--- config.mk ---
export PLATFORM = sky130hd
export DESIGN_NAME = write_memory_controller
export DESIGN_NICKNAME = d
export VERILOG_FILES = /design/src/rtl/write_memory_controller.sv
export SDC_FILE = /design/constraint.sdc
export NUM_CORES = 1
export LEC_CHECK = 0
export BUFFER_PORTS_ARGS = -buffer_cell sky130_fd_sc_hd__buf_4
export CAP_MARGIN = 30
export CORE_MARGIN = 4
export CORE_UTILIZATION = 59
export CTS_CLUSTER_SIZE = 30
export DETAILED_ROUTE_END_ITERATION = 16
export GPL_ROUTABILITY_DRIVEN = 0
export GPL_TIMING_DRIVEN = 0
export PLACE_DENSITY = 0.8
export SLEW_MARGIN = 40
export SYNTH_ARGS = -nofsm -noshare
export SYNTH_HDL_FRONTEND = slang
export SYNTH_SLANG_ARGS = --single-unit
--- constraint.sdc ---
create_clock -name clk -period 5.7 [get_ports clk]
set_clock_uncertainty 0.2 [all_clocks]
set_input_delay 0.285 -clock clk [delete_from_list [all_inputs] [get_ports clk]]
set_output_delay 0.285 -clock clk [all_outputs]
set_load 0.05 [all_outputs]
--- src/rtl/write_memory_controller.sv ---
// -----------------------------------------------------------------------------
// write_memory_controller
//
// Write-side companion of the input-memory read controller. Pixel-word write
// requests (address + one 3x3x12-bit window) arrive over valid/ready, are
// buffered in a small FIFO and drained in arrival order into the input memory
// port as a registered write strobe. Each write is held stable until the
// memory accepts it (mem_ready on an edge with mem_we=1).
//
// Optional feature: define WMC_BOUNDS_CHECK_EN to drop requests whose address
// is >= MEM_DEPTH. A dropped request still completes its handshake and raises
// err for one cycle. Without the macro every address is forwarded, err is tied
// to 0 and MEM_DEPTH only takes part in the parameter sanity check.
//
// Ports
//   clk, rst    clock, synchronous active-high reset
//   in_valid    upstream request valid
//   in_ready    upstream may push: FIFO not full and not in reset (combinational)
//   in_addr     request address
//   in_data     request data word
//   mem_we      registered memory write enable
//   mem_addr    registered memory address (holds last value while mem_we=0)
//   mem_wdata   registered memory write data (holds last value while mem_we=0)
//   mem_ready   memory accepts the write on an edge where mem_we=1
//   wr_done     one-cycle pulse per completed memory write
//   wr_count    completed-write counter, wraps 0xFFFF -> 0
//   busy        FIFO non-empty or a write in flight
//   err         one-cycle pulse per dropped out-of-range request
// -----------------------------------------------------------------------------
module write_memory_controller #(
    parameter int ADD_SIZE   = 12,
    parameter int DATA_SIZE  = 108,
    parameter int FIFO_DEPTH = 4,
    parameter int MEM_DEPTH  = 3072
) (
    input  logic                 clk,
    input  logic                 rst,
    input  logic                 in_valid,
    output logic                 in_ready,
    input  logic [ADD_SIZE-1:0]  in_addr,
    input  logic [DATA_SIZE-1:0] in_data,
    output logic                 mem_we,
    output logic [ADD_SIZE-1:0]  mem_addr,
    output logic [DATA_SIZE-1:0] mem_wdata,
    input  logic                 mem_ready,
    output logic                 wr_done,
    output logic [15:0]          wr_count,
    output logic                 busy,
    output logic                 err
);

    localparam int PTR_W = $clog2(FIFO_DEPTH);
    localparam int CNT_W = PTR_W + 1;
    localparam logic [CNT_W-1:0] FULL_CNT = CNT_W'(FIFO_DEPTH);
    localparam logic [CNT_W-1:0] ONE_CNT  = CNT_W'(1);
    localparam logic [PTR_W-1:0] ONE_PTR  = PTR_W'(1);

    // The pointer arithmetic relies on natural wrap, so depth must be a power of two.
    if ((FIFO_DEPTH < 2) || ((FIFO_DEPTH & (FIFO_DEPTH - 1)) != 0) || (MEM_DEPTH < 1)) begin : g_param_check
        $error("write_memory_controller: FIFO_DEPTH must be a power of two >= 2 and MEM_DEPTH >= 1");
    end

    typedef enum logic {
        IDLE  = 1'b0,
        ISSUE = 1'b1
    } state_t;

    state_t               state;
    logic [ADD_SIZE-1:0]  fifo_addr [FIFO_DEPTH];
    logic [DATA_SIZE-1:0] fifo_data [FIFO_DEPTH];
    logic [PTR_W-1:0]     wptr;
    logic [PTR_W-1:0]     rptr;
    logic [PTR_W-1:0]     rptr_nxt;
    logic [CNT_W-1:0]     count;
    logic                 drop;
    logic                 push;
    logic                 pop;

    // Full refuses a push even when a pop happens on the same edge.
    assign in_ready = (count != FULL_CNT) && !rst;

`ifdef WMC_BOUNDS_CHECK_EN
    localparam logic [ADD_SIZE:0] MEM_LIMIT = (ADD_SIZE + 1)'(MEM_DEPTH);

    assign drop = in_valid && in_ready && ({1'b0, in_addr} >= MEM_LIMIT);

    always_ff @(posedge clk) begin
        if (rst) begin
            err <= 1'b0;
        end else begin
            err <= drop;
        end
    end
`else
    assign drop = 1'b0;
    assign err  = 1'b0;
`endif

    assign push     = in_valid && in_ready && !drop;
    // mem_we is high exactly while in ISSUE, so this is the memory handshake.
    assign pop      = (state == ISSUE) && mem_ready;
    assign rptr_nxt = rptr + ONE_PTR;
    // The head entry stays counted while it is being issued.
    assign busy     = (count != '0) || mem_we;

    // Request storage: data only, no reset needed.
    always_ff @(posedge clk) begin
        if (push) begin
            fifo_addr[wptr] <= in_addr;
            fifo_data[wptr] <= in_data;
        end
    end

    always_ff @(posedge clk) begin
        if (rst) begin
            state     <= IDLE;
            wptr      <= '0;
            rptr      <= '0;
            count     <= '0;
            mem_we    <= 1'b0;
            mem_addr  <= '0;
            mem_wdata <= '0;
            wr_done   <= 1'b0;
            wr_count  <= '0;
        end else begin
            wr_done <= pop;

            if (push) begin
                wptr <= wptr + ONE_PTR;
            end

            if (pop) begin
                rptr     <= rptr_nxt;
                wr_count <= wr_count + 16'd1;
            end

            unique case ({push, pop})
                2'b10:   count <= count + ONE_CNT;
                2'b01:   count <= count - ONE_CNT;
                default: count <= count;
            endcase

            unique case (state)
                IDLE: begin
                    if (count != '0) begin
                        state     <= ISSUE;
                        mem_we    <= 1'b1;
                        mem_addr  <= fifo_addr[rptr];
                        mem_wdata <= fifo_data[rptr];
                    end
                end
                ISSUE: begin
                    if (mem_ready) begin
                        // Only entries already present before this edge chain
                        // back-to-back; a same-edge push into an emptying FIFO
                        // is picked up by the IDLE path on the next edge.
                        if (count > ONE_CNT) begin
                            mem_addr  <= fifo_addr[rptr_nxt];
                            mem_wdata <= fifo_data[rptr_nxt];
                        end else begin
                            mem_we <= 1'b0;
                            state  <= IDLE;
                        end
                    end
                end
                default: state <= IDLE;
            endcase
        end
    end

endmodule
After elaboration in Yosys (flattened, before gate mapping)
Memory sizes are Yosys's and may differ from the RTL's. A register that Yosys moved wholly into a read port is not among the register bits.
Cells that the tools add are included.

cells by class
  bitwise logic cells = 1
  shifts and indexed selects = 0
  div/mod/pow operators = 0
  muxes and demuxes = 23
  magnitude comparators = 1
  reduce and logical (&&, ||, !) cells = 9
  $add $sub $neg = 5
  equality and inequality tests = 7
  $mul = 0

operators by type and width
  cell                                                                   number
  108-bit two-way mux                                                    3
  108-bit one-hot mux with 2 select lines                                1
  12-bit two-way mux                                                     3
  12-bit one-hot mux with 2 select lines                                 1
  16-bit by 1-bit adder with 16-bit output, second input constant        1
  1-bit two-way mux                                                      8
  2-bit two-way mux                                                      4
  2-bit != test, second input constant                                   3
  3-bit one-hot mux with 2 select lines                                  1
  3-bit AND reduction                                                    2
  2-bit by 1-bit adder with 2-bit output, second input constant          2
  1-bit one-hot mux with 2 select lines                                  2
  3-bit by 1-bit adder with 3-bit output, second input constant          1
  3-bit by 1-bit > comparator with 1-bit output, second input constant   1
  1-bit logical AND                                                      3
  3-bit != test, second input constant                                   1
  3-bit nonzero test                                                     1
  3-bit by 1-bit subtractor with 3-bit output, second input constant     1
  2-bit by 1-bit equality test with 1-bit output, second input constant  1
  2-bit equality test, second input constant                             1
  2-bit by 1-bit != test with 1-bit output, second input constant        1
  2-bit nonzero test                                                     1
  1-bit zero test                                                        1
  1-bit logical OR                                                       1
  1-bit NOT                                                              1

word-level totals
  word-level logic and storage cells = 57
  input port bits = 124
  bits in writable memories = 480
  latch bits = 0
  ROM bits = 0
  output and inout bits = 141
  memories = 2
  bits in registers = 146

memory list
  memory     words  width  rd ports  clocked after memory_dff  write ports  line  text
  fifo_data  4      108    2         1                         1            70    logic [DATA_SIZE-1:0] fifo_data [FIFO_DEPTH];
  fifo_addr  4      12     2         1                         1            69    logic [ADD_SIZE-1:0] fifo_addr [FIFO_DEPTH];

Longest topological paths before layout
  depth in word-level cells = 5
  gate-level depth with buffers = 9
  mapped depth without buffers = 9

Least setup slack after synthesis
OpenSTA, ideal clock, no wires.

  path type = register -> register
  start = reg count[0]
  end = mem fifo_addr[1][0] (enable)
  path buffers = 0
  clock period less this slack = 5240 ps
  cell stages (with the launch flop) = 5
  slack = 460 ps
  required time = 5006 ps
  setup time = 494 ps
  data arrival time = 4546 ps
  cell sequence = dfxtp_1 -> inv_1 -> ha_1 -> a21oi_1 -> and3_1

between the ends
  cells in the longest elaborated chain, start to end = 5

ends and longest elaborated chain
  item                                     line  text
  start, declared                          74    logic [CNT_W-1:0] count;
  start signal, assigned                   138   2'b10: count <= count + ONE_CNT;
  start signal, assigned                   139   2'b01: count <= count - ONE_CNT;
  start signal, assigned                   140   default: count <= count;
  3-bit != test                            80    assign in_ready = (count != FULL_CNT) && !rst;
  1-bit logical AND                        80
  named net in_ready                       39    output logic in_ready,
  1-bit logical AND                        99    assign push = in_valid && in_ready && !drop;
  1-bit two-way mux                        108   if (push) begin
  1-bit two-way mux (implied by the code)  109   fifo_addr[wptr] <= in_addr;
  end, declared                            69

The timed path passes the listed nets, and every way through them passes these cells.

Worst setup path after layout
  start = reg count[1]
  end = reg mem_wdata[81]

between the ends
  cells in the longest elaborated chain, start to end = 3
  elaborated cells between the ends (all ways) = 5
  classes of those cells = order compare: 1; eq/ne: 2; reduce/logical: 2

ends and longest elaborated chain
  item                                                                                               line      text
  3-bit by 1-bit > comparator with 1-bit output / 3-bit nonzero test (equally long branches)         157, 145
  2-bit by 1-bit != test with 1-bit output (no source line) / 2-bit != test (equally long branches)  -
  3-bit AND reduction (no source line) (*)                                                           -
  end signal, assigned                                                                               149       mem_wdata <= fifo_data[rptr];
  end signal, assigned                                                                               159       mem_wdata <= fifo_data[rptr_nxt];
  end, declared                                                                                      44        output logic [DATA_SIZE-1:0] mem_wdata,

Mark *: on every way between the ends. The rest lies on a longest branch, timed or not.
A chain may end at the register's enable or synchronous reset.

==> results.yml <==
status:
  status: "completed"
clocking:
  clkTransAtPathRegs_ns: 0.06
  clockRootBuffer: "clkbuf_16"
  clkSinkCount: 628
  clockBufferDepth: 3
  cts_tree: "yes"
  cts_buffers: 61
  clk_latency_ns: 0.63
  htree_num_levels: 2
  cts_resized: 0
logic_synthesis:
  synthCells: 1466
  synth-edff-count: 480
  avgSynthCellArea_um2: 18.7
  mappedNetlistNets: 1600
  synth_area_um2: 27400
  synth_flop_cell: "edfxtp_1"
  yosys_warnings: 0
  ys_ff_latch: 628
  yosysSeqAreaShare_pct: 63.4
  ys_types: 37
  synthArstFlopShare_pct: 0
global_routing:
  grt_usage_pct: 26.7
  gr-total-overflow: 0
  grt_start_max_net_pins: 34
  grt_pass1_vias: 17400
  grt_antenna_before_repair: 10
  grt_pass1_wl_um: 102000
timing:
  hold_viol: 0
  rsz0062_at_grt: "no"
  slew_violations: 0
  final.min_clock_period_ns: 2.82
  relSlewSlack_pct: 44.3
  worst_slew_pin_slew_ns: 0.836
  fin_hold_ws_ns: 0.137
  min_period_over_period_pct: 49.4
  fmax_ghz: 0.355
  finalSetupViolCount: 0
  setup_tns_ns: 0
worst_setup_path:
  regToRegSetupSlack_ns: 2.88
  r2r-start: "count[1]"
  worst-setup-path-type: "flip-flop to flip-flop"
  crit_path_max_fanout: 10
  arrival_ns: 3.16
  crit_path_end: "mem_wdata[81]"
  reg2regPathDepth: 8
  r2r_end: "mem_wdata[81]"
  required_ns: 6.04
  end_kind: "flip-flop"
  startpoint: "count[1]"
  start_kind: "flip-flop"
routing:
  drc: 0
  ant_nets: 0
  firstDrtPassIters: 7
  wl_um: 67200
  vias_per_cell: 6.35
  dr.first_iter.drc_count: 1662
  wl_per_cell_um: 26.0
  vias: 16500
finish:
  multi_input_area_um2: 9330
  stdcell_area_um2: 33900
  filler_cell_count: 2670
  final_util_pct: 74.2
  drive_above_1_share_pct: 40.0
  num-nets-final: 2064
  syn_to_final_growth_pct: 23.6
  regArea_um2: 17400
floorplan:
  io_pins: 265
  die_area_um2: 50000
  fp-row-count: 78
  fp.dieW_um: 224
  die_h_um: 224
  initial_core_util_pct: 60.0
  core-area_um2: 45700
placed_design:
  dpl.hpwl_um: 43100
  portBuffers: 263
  placed_area_um2: 30500
power:
  power_leakage_uw: 0.0113
  power_uw: 16100
  ir_drop_mv: 0.431
  p_per_area_nw_per_um2: 475
hold_path:
  hp-class: "primary input to flip-flop"
run:
  maxCapViolations: 0
-- cell type report --
cell class                      count  area share, %
Timing Repair Buffer              401           10.4
Sequential cell                   628           51.3
Buffer                            126           2.11
Clock inverter                     32           1.14
Antenna cell                        8         0.0591
Multi-Input combinational cell    706           27.5
Tap cell                          600           2.22
Clock buffer                       83           5.21
Inverter                            6         0.0665
-- synthesized netlist by cell type (3+ instances only) --
master	instances	share of area, %
edfxtp_1	480	53
buf_4	10	0.27
and4_1	4	0.13
nand2b_1	3	0.068
inv_1	5	0.068
dfxtp_1	148	11
buf_2	26	0.47
clkbuf_4	4	0.11
a21oi_1	126	2.3
nor2_1	22	0.30
buf_6	20	0.82
xor2_1	15	0.48
mux4_2	240	20
mux2i_1	121	4.4
xnor2_1	3	0.096
or3_1	3	0.068
ha_1	10	0.46
a211oi_2	100	4.6
a211oi_1	21	0.58
nand4_1	7	0.16
clkbuf_1	57	0.78
and3_1	5	0.11
buf_1	9	0.12
nand2_1	10	0.14
-- critical path, cell delays in order (launching register included) --
cell and delay, ns:
dfxtp_1 0.36, inv_1 0.10, ha_1 0.18, o21ba_1 0.23, a211o_1 0.34, buf_4 0.35
clkbuf_1 0.53, a21oi_1 0.18, a211oi_2 0.25
-- registers in the layout, indices dropped and copies added, names as in the netlist, named ones only --
signal and flops:
fifo_data 432, mem_wdata 108, fifo_addr 48, wr_count 16, mem_addr 12, count 3, rptr 2, wptr 2
mem_we 1, state 1, wr_done 1
-- timing repair --
item / CTS / global route
hold buffers: 122 / 0
endpoints found under the hold margin: 484 / 0
buffers inserted: 0 / 0
-- placed cells by master (no fill, tap or decap), types with 2 or more instances in the layout --
cell	instances
a211oi_1	21
a211oi_2	100
a21oi_1	126
and2_1	2
and3_4	4
and4_1	4
buf_1	7
buf_12	15
buf_2	27
buf_4	273
buf_6	20
bufinv_16	8
clkbuf_1	64
clkbuf_16	65
clkbuf_2	5
clkbuf_4	4
clkbuf_8	7
clkinv_1	4
clkinv_2	10
clkinvlp_4	4
dfxtp_1	148
diode_2	8
dlygate4sd3_1	122
edfxtp_1	480
ha_1	10
inv_1	5
inv_6	4
mux2i_1	121
mux4_2	240
nand2_1	10
nand2b_1	3
nand3_1	2
nand4_1	7
nor2_1	22
nor2b_1	2
o21ai_1	2
or3_1	3
xnor2_1	3
xor2_1	15
-- kinds of logic after synthesis --
| logic type | count (synthesis) | share of synthesized area, % |
|---|---|---|
| XOR/XNOR | 18 | 0.575 |
| AO/OA/AOI/OAI | 253 | 7.59 |
| AND/OR/NAND/NOR | 63 | 1.18 |
| buffers and inverters | 132 | 2.67 |
| flip-flops | 628 | 63.4 |
| adder cells (fa/ha/maj) | 10 | 0.456 |
| multiplexers | 361 | 24.1 |
| other | 1 | 0.0137 |
-- report_power, final --
part	leakage (uW)	switching [uW]	internal [uW]	total (uW)
clock	0.00105	1720	2530	4250
combinational	0.00467	3780	2170	5950
sequential	0.00558	408	5490	5900
total	0.0113	5910	10200	16100
-- per-layer routing --
| metal | global-route usage, % | wire (um) | vias up |
|---|---|---|---|
| li1 | - | - | 7054 |
| met5 | 0 | 21 | - |
| met4 | 8.77 | 2030 | 4 |
| met3 | 5.43 | 4730 | 143 |
| met2 | 45.7 | 34500 | 689 |
| met1 | 34.9 | 25900 | 8563 |
-- worst min path at each step --
stage / endpoint / cells past startpoint / slack, ns / from
detailed placement: fifo_data[1][43] / 1 / 0.29 / in_data[43]
global placement: wr_count[15] / 2 / 0.28 / wr_count[15]
global route: wptr[1] / 5 / 0.15 / rst
floorplan: fifo_addr[0][0] / 0 / 0.18 / in_addr[0]
finish: wptr[1] / 5 / 0.14 / rst
CTS: wptr[1] / 5 / 0.09 / rst
-- metrics by stage --
step | setup WS (ns) | cells
after floorplan | 0.460 | 1466
after global placement | -1.31 | 2329
after detailed placement | 3.04 | 2345
after CTS | 3.03 | 2582
after global routing | 2.86 | 2590
final | 2.88 | 2590
Note: power is estimated with default switching activity, not from simulation.
